## config.mk

```make
export PLATFORM = sky130hd
export DESIGN_NAME = noc_vc_credit_buffer
export DESIGN_NICKNAME = d
export VERILOG_FILES = /design/src/rtl/noc_vc_credit_buffer_pkg.sv /design/src/rtl/noc_rr_arbiter.sv /design/src/rtl/noc_vc_credit_buffer.sv
export SDC_FILE = /design/constraint.sdc
export NUM_CORES = 1
export LEC_CHECK = 0
export BUFFER_PORTS_ARGS = -buffer_cell sky130_fd_sc_hd__clkbuf_2
export CORE_MARGIN = 8
export CORE_UTILIZATION = 28
export CTS_BUF_LIST = sky130_fd_sc_hd__clkbuf_8
export CTS_CLUSTER_SIZE = 30
export DETAILED_ROUTE_END_ITERATION = 6
export HOLD_SLACK_MARGIN = 0.1
export PLACE_DENSITY = 0.45
export SLEW_MARGIN = 5
export SYNTH_ARGS = -nofsm -noshare
export SYNTH_HDL_FRONTEND = slang
export SYNTH_HIERARCHICAL = 1
export SYNTH_SLANG_ARGS = --single-unit
```

## constraint.sdc

```tcl
create_clock -name noc_clk -period 5.9 [get_ports noc_clk]
set_clock_uncertainty 0.05 [all_clocks]
set_input_delay 0.295 -clock noc_clk [delete_from_list [all_inputs] [get_ports noc_clk]]
set_output_delay 0.295 -clock noc_clk [all_outputs]
set_load 0.005 [all_outputs]
```

## src/rtl/noc_vc_credit_buffer_pkg.sv

```systemverilog
`default_nettype none
// ============================================================================
// Module   : noc_vc_credit_buffer_pkg
// Purpose  : Shared NoC parameters, VC-tagged flit type and VC id width helper
//            for the virtual-channel credit buffer and its arbiter.
// Ports    : none (package)
// Revision : 1.0 - initial release
// ============================================================================
package noc_vc_credit_buffer_pkg;

    localparam int Noc_VC_Channel = 2;
    localparam int Noc_Data_Width = 32;
    localparam int Noc_VC_Width   = (Noc_VC_Channel > 1) ? $clog2(Noc_VC_Channel) : 1;

    // A single-VC configuration still needs a 1-bit id field.
    function automatic int noc_vc_width(input int channels);
        return (channels > 1) ? $clog2(channels) : 1;
    endfunction

    typedef struct packed {
        logic [Noc_VC_Width-1:0]   vc;
        logic [Noc_Data_Width-1:0] flit;
    } noc_vc_flit_t;

endpackage
`default_nettype wire

```

## src/rtl/noc_rr_arbiter.sv

```systemverilog
`default_nettype none
// ============================================================================
// Module   : noc_rr_arbiter
// Purpose  : Round-robin arbiter. The search starts at the pointer; after an
//            accepted grant the pointer moves to the VC after the winner.
// Ports    : noc_clk, noc_rst_n (async active-low), i_clear (sync pointer
//            reset), i_req (request vector), i_update (advance pointer),
//            o_grant (one-hot), o_grant_idx (binary), o_any (any grant)
// Revision : 1.0 - initial release
// ============================================================================
module noc_rr_arbiter
    import noc_vc_credit_buffer_pkg::*;
#(
    parameter int N     = 2,
    parameter int IDX_W = noc_vc_width(N)
) (
    input  logic             noc_clk,
    input  logic             noc_rst_n,
    input  logic             i_clear,
    input  logic [N-1:0]     i_req,
    input  logic             i_update,
    output logic [N-1:0]     o_grant,
    output logic [IDX_W-1:0] o_grant_idx,
    output logic             o_any
);

    logic [IDX_W-1:0] r_ptr;
    logic [IDX_W-1:0] w_next_ptr;
    int               w_k;

    // Scan N positions starting at the pointer; the first request wins.
    always_comb begin
        o_grant     = '0;
        o_grant_idx = '0;
        o_any       = 1'b0;
        w_k         = 0;
        for (int i = 0; i < N; i++) begin
            w_k = int'(r_ptr) + i;
            if (w_k >= N) begin
                w_k = w_k - N;
            end
            if (!o_any && i_req[w_k]) begin
                o_any       = 1'b1;
                o_grant[w_k] = 1'b1;
                o_grant_idx = IDX_W'(w_k);
            end
        end
    end

    assign w_next_ptr = (o_grant_idx == IDX_W'(N - 1)) ? '0 : o_grant_idx + 1'b1;

    always_ff @(posedge noc_clk or negedge noc_rst_n) begin
        if (!noc_rst_n) begin
            r_ptr <= '0;
        end else if (i_clear) begin
            r_ptr <= '0;
        end else if (i_update && o_any) begin
            r_ptr <= w_next_ptr;
        end
    end

endmodule
`default_nettype wire

```

## src/rtl/noc_vc_credit_buffer.sv

```systemverilog
`default_nettype none
// ============================================================================
// Module   : noc_vc_credit_buffer
// Purpose  : Per-VC input FIFOs with credit flow control on both links. One
//            flit per cycle is forwarded, round-robin among VCs that hold
//            both data and downstream credit; each pop returns one credit
//            upstream.
// Ports    : noc_clk, noc_rst_n (async active-low), i_clear (sync flush)
//            input link : i_valid, i_vc, i_flit; o_credit (to upstream)
//            output link: o_valid, o_vc, o_flit (registered); i_credit
//            status     : o_empty, o_full, o_overflow, o_credit_err
// Revision : 1.0 - initial release
// ============================================================================
module noc_vc_credit_buffer
    import noc_vc_credit_buffer_pkg::*;
#(
    parameter int CHANNELS   = Noc_VC_Channel,
    parameter int DEPTH      = 8,
    parameter int CREDITS    = 8,
    parameter int FLIT_WIDTH = Noc_Data_Width,
    parameter int VC_W       = noc_vc_width(CHANNELS)
) (
    input  logic                  noc_clk,
    input  logic                  noc_rst_n,
    input  logic                  i_clear,
    input  logic                  i_valid,
    input  logic [VC_W-1:0]       i_vc,
    input  logic [FLIT_WIDTH-1:0] i_flit,
    output logic [CHANNELS-1:0]   o_credit,
    output logic                  o_valid,
    output logic [VC_W-1:0]       o_vc,
    output logic [FLIT_WIDTH-1:0] o_flit,
    input  logic [CHANNELS-1:0]   i_credit,
    output logic [CHANNELS-1:0]   o_empty,
    output logic [CHANNELS-1:0]   o_full,
    output logic                  o_overflow,
    output logic                  o_credit_err
);

    localparam int c_ADDR_W = $clog2(DEPTH);
    localparam int c_PTR_W  = c_ADDR_W + 1;
    localparam int c_CRED_W = $clog2(CREDITS + 1);
    localparam logic [c_CRED_W-1:0] c_CREDIT_INIT = c_CRED_W'(CREDITS);

    logic [CHANNELS-1:0]   w_empty;
    logic [CHANNELS-1:0]   w_full;
    logic [CHANNELS-1:0]   w_req;
    logic [CHANNELS-1:0]   w_gnt;
    logic [CHANNELS-1:0]   w_pop;
    logic [CHANNELS-1:0]   w_push;
    logic [CHANNELS-1:0]   w_cerr_set;
    logic [VC_W-1:0]       w_gnt_idx;
    logic                  w_any;
    logic                  w_vc_in_range;
    logic                  w_push_ok;
    logic                  w_drop;
    logic [FLIT_WIDTH-1:0] w_head [CHANNELS];

    logic                  r_valid;
    logic [VC_W-1:0]       r_vc;
    logic [FLIT_WIDTH-1:0] r_flit;
    logic                  r_overflow;
    logic                  r_credit_err;

    // A full VC still accepts a push when it is being popped the same cycle.
    assign w_vc_in_range = (32'(i_vc) < CHANNELS);
    assign w_push_ok     = i_valid && w_vc_in_range && (!w_full[i_vc] || w_pop[i_vc]);
    assign w_drop        = i_valid && !w_push_ok;

    noc_rr_arbiter #(
        .N     (CHANNELS),
        .IDX_W (VC_W)
    ) u_arb (
        .noc_clk     (noc_clk),
        .noc_rst_n   (noc_rst_n),
        .i_clear     (i_clear),
        .i_req       (w_req),
        .i_update    (!i_clear),
        .o_grant     (w_gnt),
        .o_grant_idx (w_gnt_idx),
        .o_any       (w_any)
    );

    for (genvar v = 0; v < CHANNELS; v++) begin : g_vc
        logic [c_PTR_W-1:0]    r_wr_ptr;
        logic [c_PTR_W-1:0]    r_rd_ptr;
        logic [c_CRED_W-1:0]   r_credit;
        logic [FLIT_WIDTH-1:0] r_mem [DEPTH];

        assign w_empty[v] = (r_wr_ptr == r_rd_ptr);
        assign w_full[v]  = (r_wr_ptr[c_ADDR_W-1:0] == r_rd_ptr[c_ADDR_W-1:0]) &&
                            (r_wr_ptr[c_ADDR_W] != r_rd_ptr[c_ADDR_W]);
        assign w_req[v]   = !w_empty[v] && (r_credit != '0);
        // A flush discards everything, so nothing is popped or credited.
        assign w_pop[v]   = w_gnt[v] && !i_clear;
        assign w_push[v]  = w_push_ok && (i_vc == VC_W'(v)) && !i_clear;
        assign w_head[v]  = r_mem[r_rd_ptr[c_ADDR_W-1:0]];
        // A concurrent grant cancels the returned credit, so only an
        // unmatched return at the ceiling is an error.
        assign w_cerr_set[v] = i_credit[v] && !w_pop[v] && (r_credit == c_CREDIT_INIT);

        always_ff @(posedge noc_clk or negedge noc_rst_n) begin
            if (!noc_rst_n) begin
                r_wr_ptr <= '0;
                r_rd_ptr <= '0;
                r_credit <= c_CREDIT_INIT;
            end else if (i_clear) begin
                r_wr_ptr <= '0;
                r_rd_ptr <= '0;
                r_credit <= c_CREDIT_INIT;
            end else begin
                if (w_push[v]) begin
                    r_wr_ptr <= r_wr_ptr + 1'b1;
                end
                if (w_pop[v]) begin
                    r_rd_ptr <= r_rd_ptr + 1'b1;
                end
                case ({i_credit[v], w_pop[v]})
                    2'b10: begin
                        if (r_credit != c_CREDIT_INIT) begin
                            r_credit <= r_credit + 1'b1;
                        end
                    end
                    2'b01:   r_credit <= r_credit - 1'b1;
                    default: r_credit <= r_credit;
                endcase
            end
        end

        always_ff @(posedge noc_clk) begin
            if (w_push[v]) begin
                r_mem[r_wr_ptr[c_ADDR_W-1:0]] <= i_flit;
            end
        end
    end

    always_ff @(posedge noc_clk or negedge noc_rst_n) begin
        if (!noc_rst_n) begin
            r_valid      <= 1'b0;
            r_vc         <= '0;
            r_flit       <= '0;
            r_overflow   <= 1'b0;
            r_credit_err <= 1'b0;
        end else if (i_clear) begin
            r_valid      <= 1'b0;
            r_vc         <= '0;
            r_flit       <= '0;
            r_overflow   <= 1'b0;
            r_credit_err <= 1'b0;
        end else begin
            r_valid <= w_any;
            if (w_any) begin
                r_vc   <= w_gnt_idx;
                r_flit <= w_head[w_gnt_idx];
            end
            if (w_drop) begin
                r_overflow <= 1'b1;
            end
            if (|w_cerr_set) begin
                r_credit_err <= 1'b1;
            end
        end
    end

    assign o_credit     = w_pop;
    assign o_valid      = r_valid;
    assign o_vc         = r_vc;
    assign o_flit       = r_flit;
    assign o_empty      = w_empty;
    assign o_full       = w_full;
    assign o_overflow   = r_overflow;
    assign o_credit_err = r_credit_err;

endmodule
`default_nettype wire

```

After elaboration in Yosys (flattened, before gate mapping) --
Memory sizes are Yosys's and may differ from the RTL's. Index checks and enable logic that the tools add are counted.
Word-level totals: memories kept 2, input bits 39, bits in writable memories 512, output and inout bits 42, flip-flop bits (word level) 61, logic and storage cells 152
Memories:
- g_vc[0].r_mem | depth 8, bits a word 32, read ports 1, clocked after Yosys merged registers in 0, wr ports 1, RTL line noc_vc_credit_buffer.sv:88 | logic [FLIT_WIDTH-1:0] r_mem [DEPTH];
- g_vc[1].r_mem | depth 8, bits a word 32, read ports 1, clocked after Yosys merged registers in 0, wr ports 1, RTL line noc_vc_credit_buffer.sv:88
Operators by class: order comparisons 8, $add $sub $neg 12, reductions and logical operators 44, muxes and demuxes 55, bitwise gates (word level) 3, equal/unequal tests 16
Operators with widths (count):
- 32-bit 2-to-1 mux | 7
- 32-bit by 1-bit greater-or-equal comparator with 1-bit output (second input constant) | 2
- 32-bit by 3-bit < comparator with 1-bit output (second input constant) | 2
- 4-bit 2-to-1 mux | 12
- 32-bit by 3-bit greater-or-equal comparator with 1-bit output (second input constant) | 1
- 32-bit by 3-bit subtractor with 32-bit output (second input constant) | 1
- 1-bit 2-to-1 mux | 30
- 4-bit by 1-bit adder with 4-bit output (second input constant) | 6
- 1-bit logical AND | 20
- 4-bit one-hot mux with 2 select lines | 2
- 2-bit nonzero test | 8
- 4-bit equality test | 2
- 4-bit equality test (second input constant) | 2
- 1-bit logical NOT | 8
- 4-bit inequality test (second input constant) | 2
- 4-bit nonzero test | 2
- 4-bit by 1-bit subtractor with 4-bit output (second input constant) | 2
- 3-bit equality test | 2
- 3-bit inequality test (second input constant) | 2
- 3-bit nonzero test | 2
- 2-bit by 1-bit equality test with 1-bit output (second input constant) | 2
- 2-bit equality test (second input constant) | 2
- 2-bit 2-to-1 mux | 2
- 2-bit AND reduction | 2
- 13 further kinds | 15

Logic depth before layout (Yosys ltp) --
depth after elaboration 19, gate-level depth with buffers 14, mapped depth without buffers 12

Modules after synthesis --
Netlist, hierarchy kept.
By module, submodules not included:
- noc_vc_credit_buffer | cells an instance 1148, times used 1, seq. area each 16878.7 um^2, area each 22351.4 um^2
- noc_rr_arbiter | cells an instance 9, times used 1, seq. area each 25.0 um^2, area each 83.8 um^2

Least setup slack after synthesis --
No wires, ideal clock.
kind flip-flop to flip-flop, from register g_vc[1].r_wr_ptr[1], to memory g_vc[0].r_mem[1][0] (netlist name) (enable), clock period less this slack 6.014 ns, cell stages (with the launch flop) 12, required time 5.337 ns, arrival time 5.452 ns, library setup time 0.513 ns, slack -0.114 ns, buffers on the path 2, cells stage by stage dfrtp_1 -> buf_2 -> xnor2_1 -> nand2_1 -> nor3_1 -> a21oi_1 -> a21boi_0 -> buf_2 -> or2b_2 -> inv_1 -> o21ai_2 -> nor4b_1
On the way: longest elaborated chain between the ends 19, elaborated cells between the ends (all ways) 30, classes of those cells eq/ne (2); mux (15); bitwise (1); reduce/logical (12)
Ends and longest elaborated chain:
- start: declaration | RTL line noc_vc_credit_buffer.sv:85 | logic [c_PTR_W-1:0] r_wr_ptr;
- start signal: assignment | RTL line noc_vc_credit_buffer.sv:113 | r_wr_ptr <= r_wr_ptr + 1'b1;
- 4-bit equality test * | RTL line noc_vc_credit_buffer.sv:90 | assign w_empty[v] = (r_wr_ptr == r_rd_ptr);
- via o_empty[1] | RTL line noc_vc_credit_buffer.sv:34 | output logic [CHANNELS-1:0] o_empty,
- 1-bit logical NOT * | RTL line noc_vc_credit_buffer.sv:93 | assign w_req[v] = !w_empty[v] && (r_credit != '0);
- 1-bit logical AND * | RTL line noc_vc_credit_buffer.sv:93
- via w_req[1] | RTL line noc_vc_credit_buffer.sv:47 | logic [CHANNELS-1:0] w_req;
- 1-bit 2-to-1 mux (implied by the code) (3 in a row) | RTL line noc_rr_arbiter.sv:42 | if (!o_any && i_req[w_k]) begin
- 1-bit 2-to-1 mux | RTL line noc_rr_arbiter.sv:42
- 1-bit logical NOT | RTL line noc_rr_arbiter.sv:42
- (+2 left out)
- via w_gnt[0] | RTL line noc_vc_credit_buffer.sv:48 | logic [CHANNELS-1:0] w_gnt;
- 1-bit logical AND * | RTL line noc_vc_credit_buffer.sv:95 | assign w_pop[v] = w_gnt[v] && !i_clear;
- via o_credit[0] | RTL line noc_vc_credit_buffer.sv:29 | output logic [CHANNELS-1:0] o_credit,
- 1-bit 2-to-1 mux (implied by the code) * (2 in a row) | RTL line noc_vc_credit_buffer.sv:67 | assign w_push_ok = i_valid && w_vc_in_range && (!w_full[i_vc] || w_pop[i_vc]);
- 1-bit logical OR * | RTL line noc_vc_credit_buffer.sv:67
- 1-bit logical AND * | RTL line noc_vc_credit_buffer.sv:67
- 1-bit logical AND * (2 in a row) | RTL line noc_vc_credit_buffer.sv:96 | assign w_push[v] = w_push_ok && (i_vc == VC_W'(v)) && !i_clear;
- 1-bit 2-to-1 mux * | RTL line noc_vc_credit_buffer.sv:131 | if (w_push[v]) begin
- 1-bit 2-to-1 mux (implied by the code) * | RTL line noc_vc_credit_buffer.sv:132 | r_mem[r_wr_ptr[c_ADDR_W-1:0]] <= i_flit;
- end: declaration | RTL line noc_vc_credit_buffer.sv:88
The timed path passes the listed nets; every way through them passes the cells marked *. The select of a mux whose other input is x is not followed.

Final worst setup path --
from register g_vc[1].r_wr_ptr[1], to memory g_vc[1].r_mem[3][21] (netlist name) (enable)
On the way: longest elaborated chain between the ends 19, elaborated cells between the ends (all ways) 30, classes of those cells eq/ne (2); mux (15); bitwise (1); reduce/logical (12)
Ends and longest elaborated chain (RTL line):
- 4-bit equality test * | noc_vc_credit_buffer.sv:90
- 1-bit logical NOT * | noc_vc_credit_buffer.sv:93
- 1-bit logical AND * | noc_vc_credit_buffer.sv:93
- via w_req[1] | noc_vc_credit_buffer.sv:47
- 1-bit 2-to-1 mux (implied by the code) (3 in a row) | noc_rr_arbiter.sv:42
- 1-bit 2-to-1 mux | noc_rr_arbiter.sv:42
- 1-bit logical NOT | noc_rr_arbiter.sv:42
- 1-bit logical AND | noc_rr_arbiter.sv:42
- 2-bit 2-to-1 mux * | noc_rr_arbiter.sv:42
- via w_gnt[0] | noc_vc_credit_buffer.sv:48
- 1-bit logical AND * | noc_vc_credit_buffer.sv:95
- 1-bit 2-to-1 mux (implied by the code) * (2 in a row) | noc_vc_credit_buffer.sv:67
- 1-bit logical OR * | noc_vc_credit_buffer.sv:67
- 1-bit logical AND * | noc_vc_credit_buffer.sv:67
- 1-bit logical AND * (2 in a row) | noc_vc_credit_buffer.sv:96
- 1-bit 2-to-1 mux * | noc_vc_credit_buffer.sv:131
- 1-bit 2-to-1 mux (implied by the code) * | noc_vc_credit_buffer.sv:132
- end: declaration | noc_vc_credit_buffer.sv:88
Marked as above.

==> flow_metrics.py <==
metrics = {
    "run_status": {
        "status": "completed",
    },
    "logic_synthesis": {
        "synth_compound_area_frac": 0.04222,
        "syn_area_per_cell_um2": 19.39,
        "syn-num-nets": 1206,
        "ys_warn_count": 6,
        "syn_area_um2": 22440,
        "syn_inst": 1157,
        "ys_seq_elements": 573,
        "synth-xor-area-share": 0.006637,
        "synth.area.mux_share": 0.1403,
        "synthAdderAreaFrac": 0.006246,
        "synthDistinctLibCells": 62,
        "seq_area_frac_synth": 0.7534,
        "synthSimpleGateAreaFrac": 0.03653,
        "synth-edff-count": 512,
        "synthFlopType": "edfxtp_1",
        "synthArstFlopShare": 0.1065,
        "synth_top_family_by_area": "multiplexers",
    },
    "setup_path": {
        "cp_num_buf_inv": 2,
        "path_max_fanout": 21,
        "required_ns": 6.18,
        "crit_chain": "xnor2_1 -> nand2_1 -> nor3_1 -> a21oi_1 -> a21boi_0 -> buf_4 -> or2b_2 -> nand2b_1 -> o221ai_1 -> nor2_4 -> buf_4",
        "cp_slowest_cell": "nor2_4",
        "cpMostUsedCell": "buf_4",
        "arrival_ns": 4.61,
        "critPathCaptureType": "flop",
        "critical_path_class": "flop to flop",
        "cp-start-kind": "flop",
        "crit_family": "simple AND/OR/NAND/NOR gates",
        "max_stage_delay_ns": 0.75,
    },
    "clock_tree": {
        "cts_max_level": 3,
        "cts.clk_slew.worst_paths_ns": 0.06,
        "worst_skew_pair.late_latency_ns": 0.68,
        "cts_root_buf": "clkbuf_8",
        "cts_buffer_depth": 3,
        "cts_tree": "yes",
        "postCtsSetupBuffers": 0,
        "cts_resized": 0,
        "cts-hold-fix-buffers": 40,
        "clkSinkCount": 573,
        "numCtsBuffers": 98,
    },
    "power_and_ir_drop": {
        "peakVddDrop_v": 0.0001378,
        "total_power_w": 0.009957,
        "leakage_nw": 8.678,
        "power_density_nw_per_um2": 374.2,
    },
    "global_route": {
        "antenna_found_initial": 2,
        "grt_pass1_vias": 12644,
        "grt_overflow": 0,
        "grt_util_all_layers": 0.1216,
        "grt_max_degree": 58,
        "grt_pass1_wl_um": 82580,
    },
    "floorplan": {
        "core_um2": 79900,
        "die_area_um2": 89440,
        "io_pins": 81,
        "initial_core_util": 0.2808,
        "die_x_um": 299.1,
        "rows": 104,
        "die_y_um": 299.1,
    },
    "worst_hold_path": {
        "worstHoldPathType": "flop to flop",
    },
    "drt": {
        "drc": 0,
        "vias_per_cell": 4.598,
        "route.final.wire_length_um": 54780,
        "final_antenna_net_count": 0,
        "first_pass_iters": 5,
        "drt-initial-drc-count": 669,
        "num_vias": 11467,
        "wl_per_cell_um": 21.96,
    },
    "place": {
        "gp_congestion": 0.7309,
        "place_area_um2": 24290,
        "dp_cells": 2270,
        "dp_hpwl_um": 31830,
        "port_buffers": 80,
    },
    "sta": {
        "period_needed_ns": 4.336,
        "slew_violations": 0,
        "setup_tns_ns": 0,
        "slew_headroom": 0.2305,
        "worst_pin_slew_ns": 1.154,
        "period_share": 0.7350,
        "max_freq_mhz": 230.6,
        "hold_viol_final": 0,
        "finalSetupViolCount": 0,
        "rsz0062_at_grt": "false",
    },
    "finish": {
        "n_fill_cell": 7711,
        "drive_gt1_frac": 0.2730,
        "final_cells": 2494,
        "area_growth_pct": 18.62,
        "nets": 1399,
        "stdcell_area_um2": 26610,
    },
    "run": {
        "drv_cap": 0,
    },
}
worst min-delay path, cell delays in order, from the launching register on:
cell	delay, ns
dfrtp_1	0.34
a32oi_1	0.06
nand2_1	0.06
power by group:
group	internal, W	switching, W
clock network	0.00182	0.00162
logic	0.000789	0.000967
registers	0.00457	0.000197
total	0.00717	0.00278
area by class of cell:
class / count / area [um^2] / share of cell area
clock buffer: 111 / 1528 / 0.05741
clock inverter: 71 / 375.4 / 0.01411
inverter: 9 / 36.28 / 0.001363
antenna: 2 / 5.005 / 0.0001881
tap: 1060 / 1326 / 0.04984
sequential: 573 / 16920 / 0.6358
timing repair buffer: 156 / 1084 / 0.04072
multi-input combinational: 512 / 5338 / 0.2006
synth_stat cells (all sizes together) (4+ instances only):
cell	n	area (um^2)
mux2i	91	910.9
nand3	18	90.09
mux2	6	75.07
o21ai	10	53.80
edfxtp	512	15370
o211ai	25	187.7
inv	8	32.53
buf	42	212.7
clkbuf	21	78.83
nand2	61	229.0
xnor2	9	78.83
a32oi	8	70.07
ha	8	100.1
nand2b	6	37.54
nor4	5	31.28
nor3	11	55.05
dfrtp	59	1476
mux4	96	2162
nor4b	4	35.03
a21oi	19	102.6
nor2b	16	100.1
a22oi	48	360.4
xor2	8	70.07
nor2	26	97.59
cells in the final DEF (no fill, tap or decap), drive strengths merged, types with 38 or more instances in the layout:
cell type and instances:
edfxtp 512, clkbuf 190, mux4 96, mux2i 91
nand2 61, dfrtp 59, a22oi 48, dlygate4sd3 39
buf 38, clkinv 38
through the flow:
stage / hold WS, ns / setup WS, ns / util
detailed placement: 0.2377 / 1.584 / 0.3041
floorplan: -0.05059 / 0.1553 / -
global placement: 0.2301 / 1.663 / 0.3041
CTS: 0.4539 / 1.521 / 0.3330
finish: 0.4442 / 1.564 / 0.3331
global route: 0.4924 / 1.243 / 0.3330
registers in the layout (all words and copies together), names as in the netlist:
register,flops
g_vc.r_credit,8
u_arb/r_ptr,1
o_flit,32
o_overflow,1
o_credit_err,1
g_vc.r_mem,512
o_vc,1
g_vc.r_rd_ptr,8
o_valid,1
g_vc.r_wr_ptr,8
per-layer routing:
| layer | part of all wire | wire [um] | vias to the layer above | track usage |
|---|---|---|---|---|
| met5 | 0 | 0 | - | 0 |
| met4 | 0.026 | 1431 | 0 | 0.04424 |
| met3 | 0.039 | 2115 | 98 | 0.02200 |
| met2 | 0.47 | 26020 | 241 | 0.1956 |
| met1 | 0.46 | 25210 | 6011 | 0.1643 |
| li1 | - | - | 5117 | - |
worst paths after layout:
check	from	to	slack [ns]	depth (start not counted)
worst max-delay path	g_vc[1].r_wr_ptr[1]$_DFFE_PN0P_	g_vc[1].r_mem[3][21]$_DFFE_PP_	1.56	11
worst min-delay path	o_flit[8]$_DFFE_PN0P_	o_flit[8]$_DFFE_PN0P_	0.44	2
worst max register to register	g_vc[1].r_wr_ptr[1]$_DFFE_PN0P_	g_vc[1].r_mem[3][21]$_DFFE_PP_	1.56	11
worst min register to register	o_flit[8]$_DFFE_PN0P_	o_flit[8]$_DFFE_PN0P_	0.44	2
max in group asynchronous	noc_rst_n	g_vc[1].r_rd_ptr[0]$_DFFE_PN0P_	4.44	4
min in group asynchronous	noc_rst_n	o_flit[14]$_DFFE_PN0P_	0.66	4
cell families after synthesis:
group | after synthesis
buffers and inverters | 72
multiplexers | 193
XOR/XNOR | 17
AO/OA/AOI/OAI | 128
flip-flops | 573
AND/OR/NAND/NOR | 164
adder cells (fa/ha/maj) | 10
No activity file was read; power rests on OpenSTA's default activity.
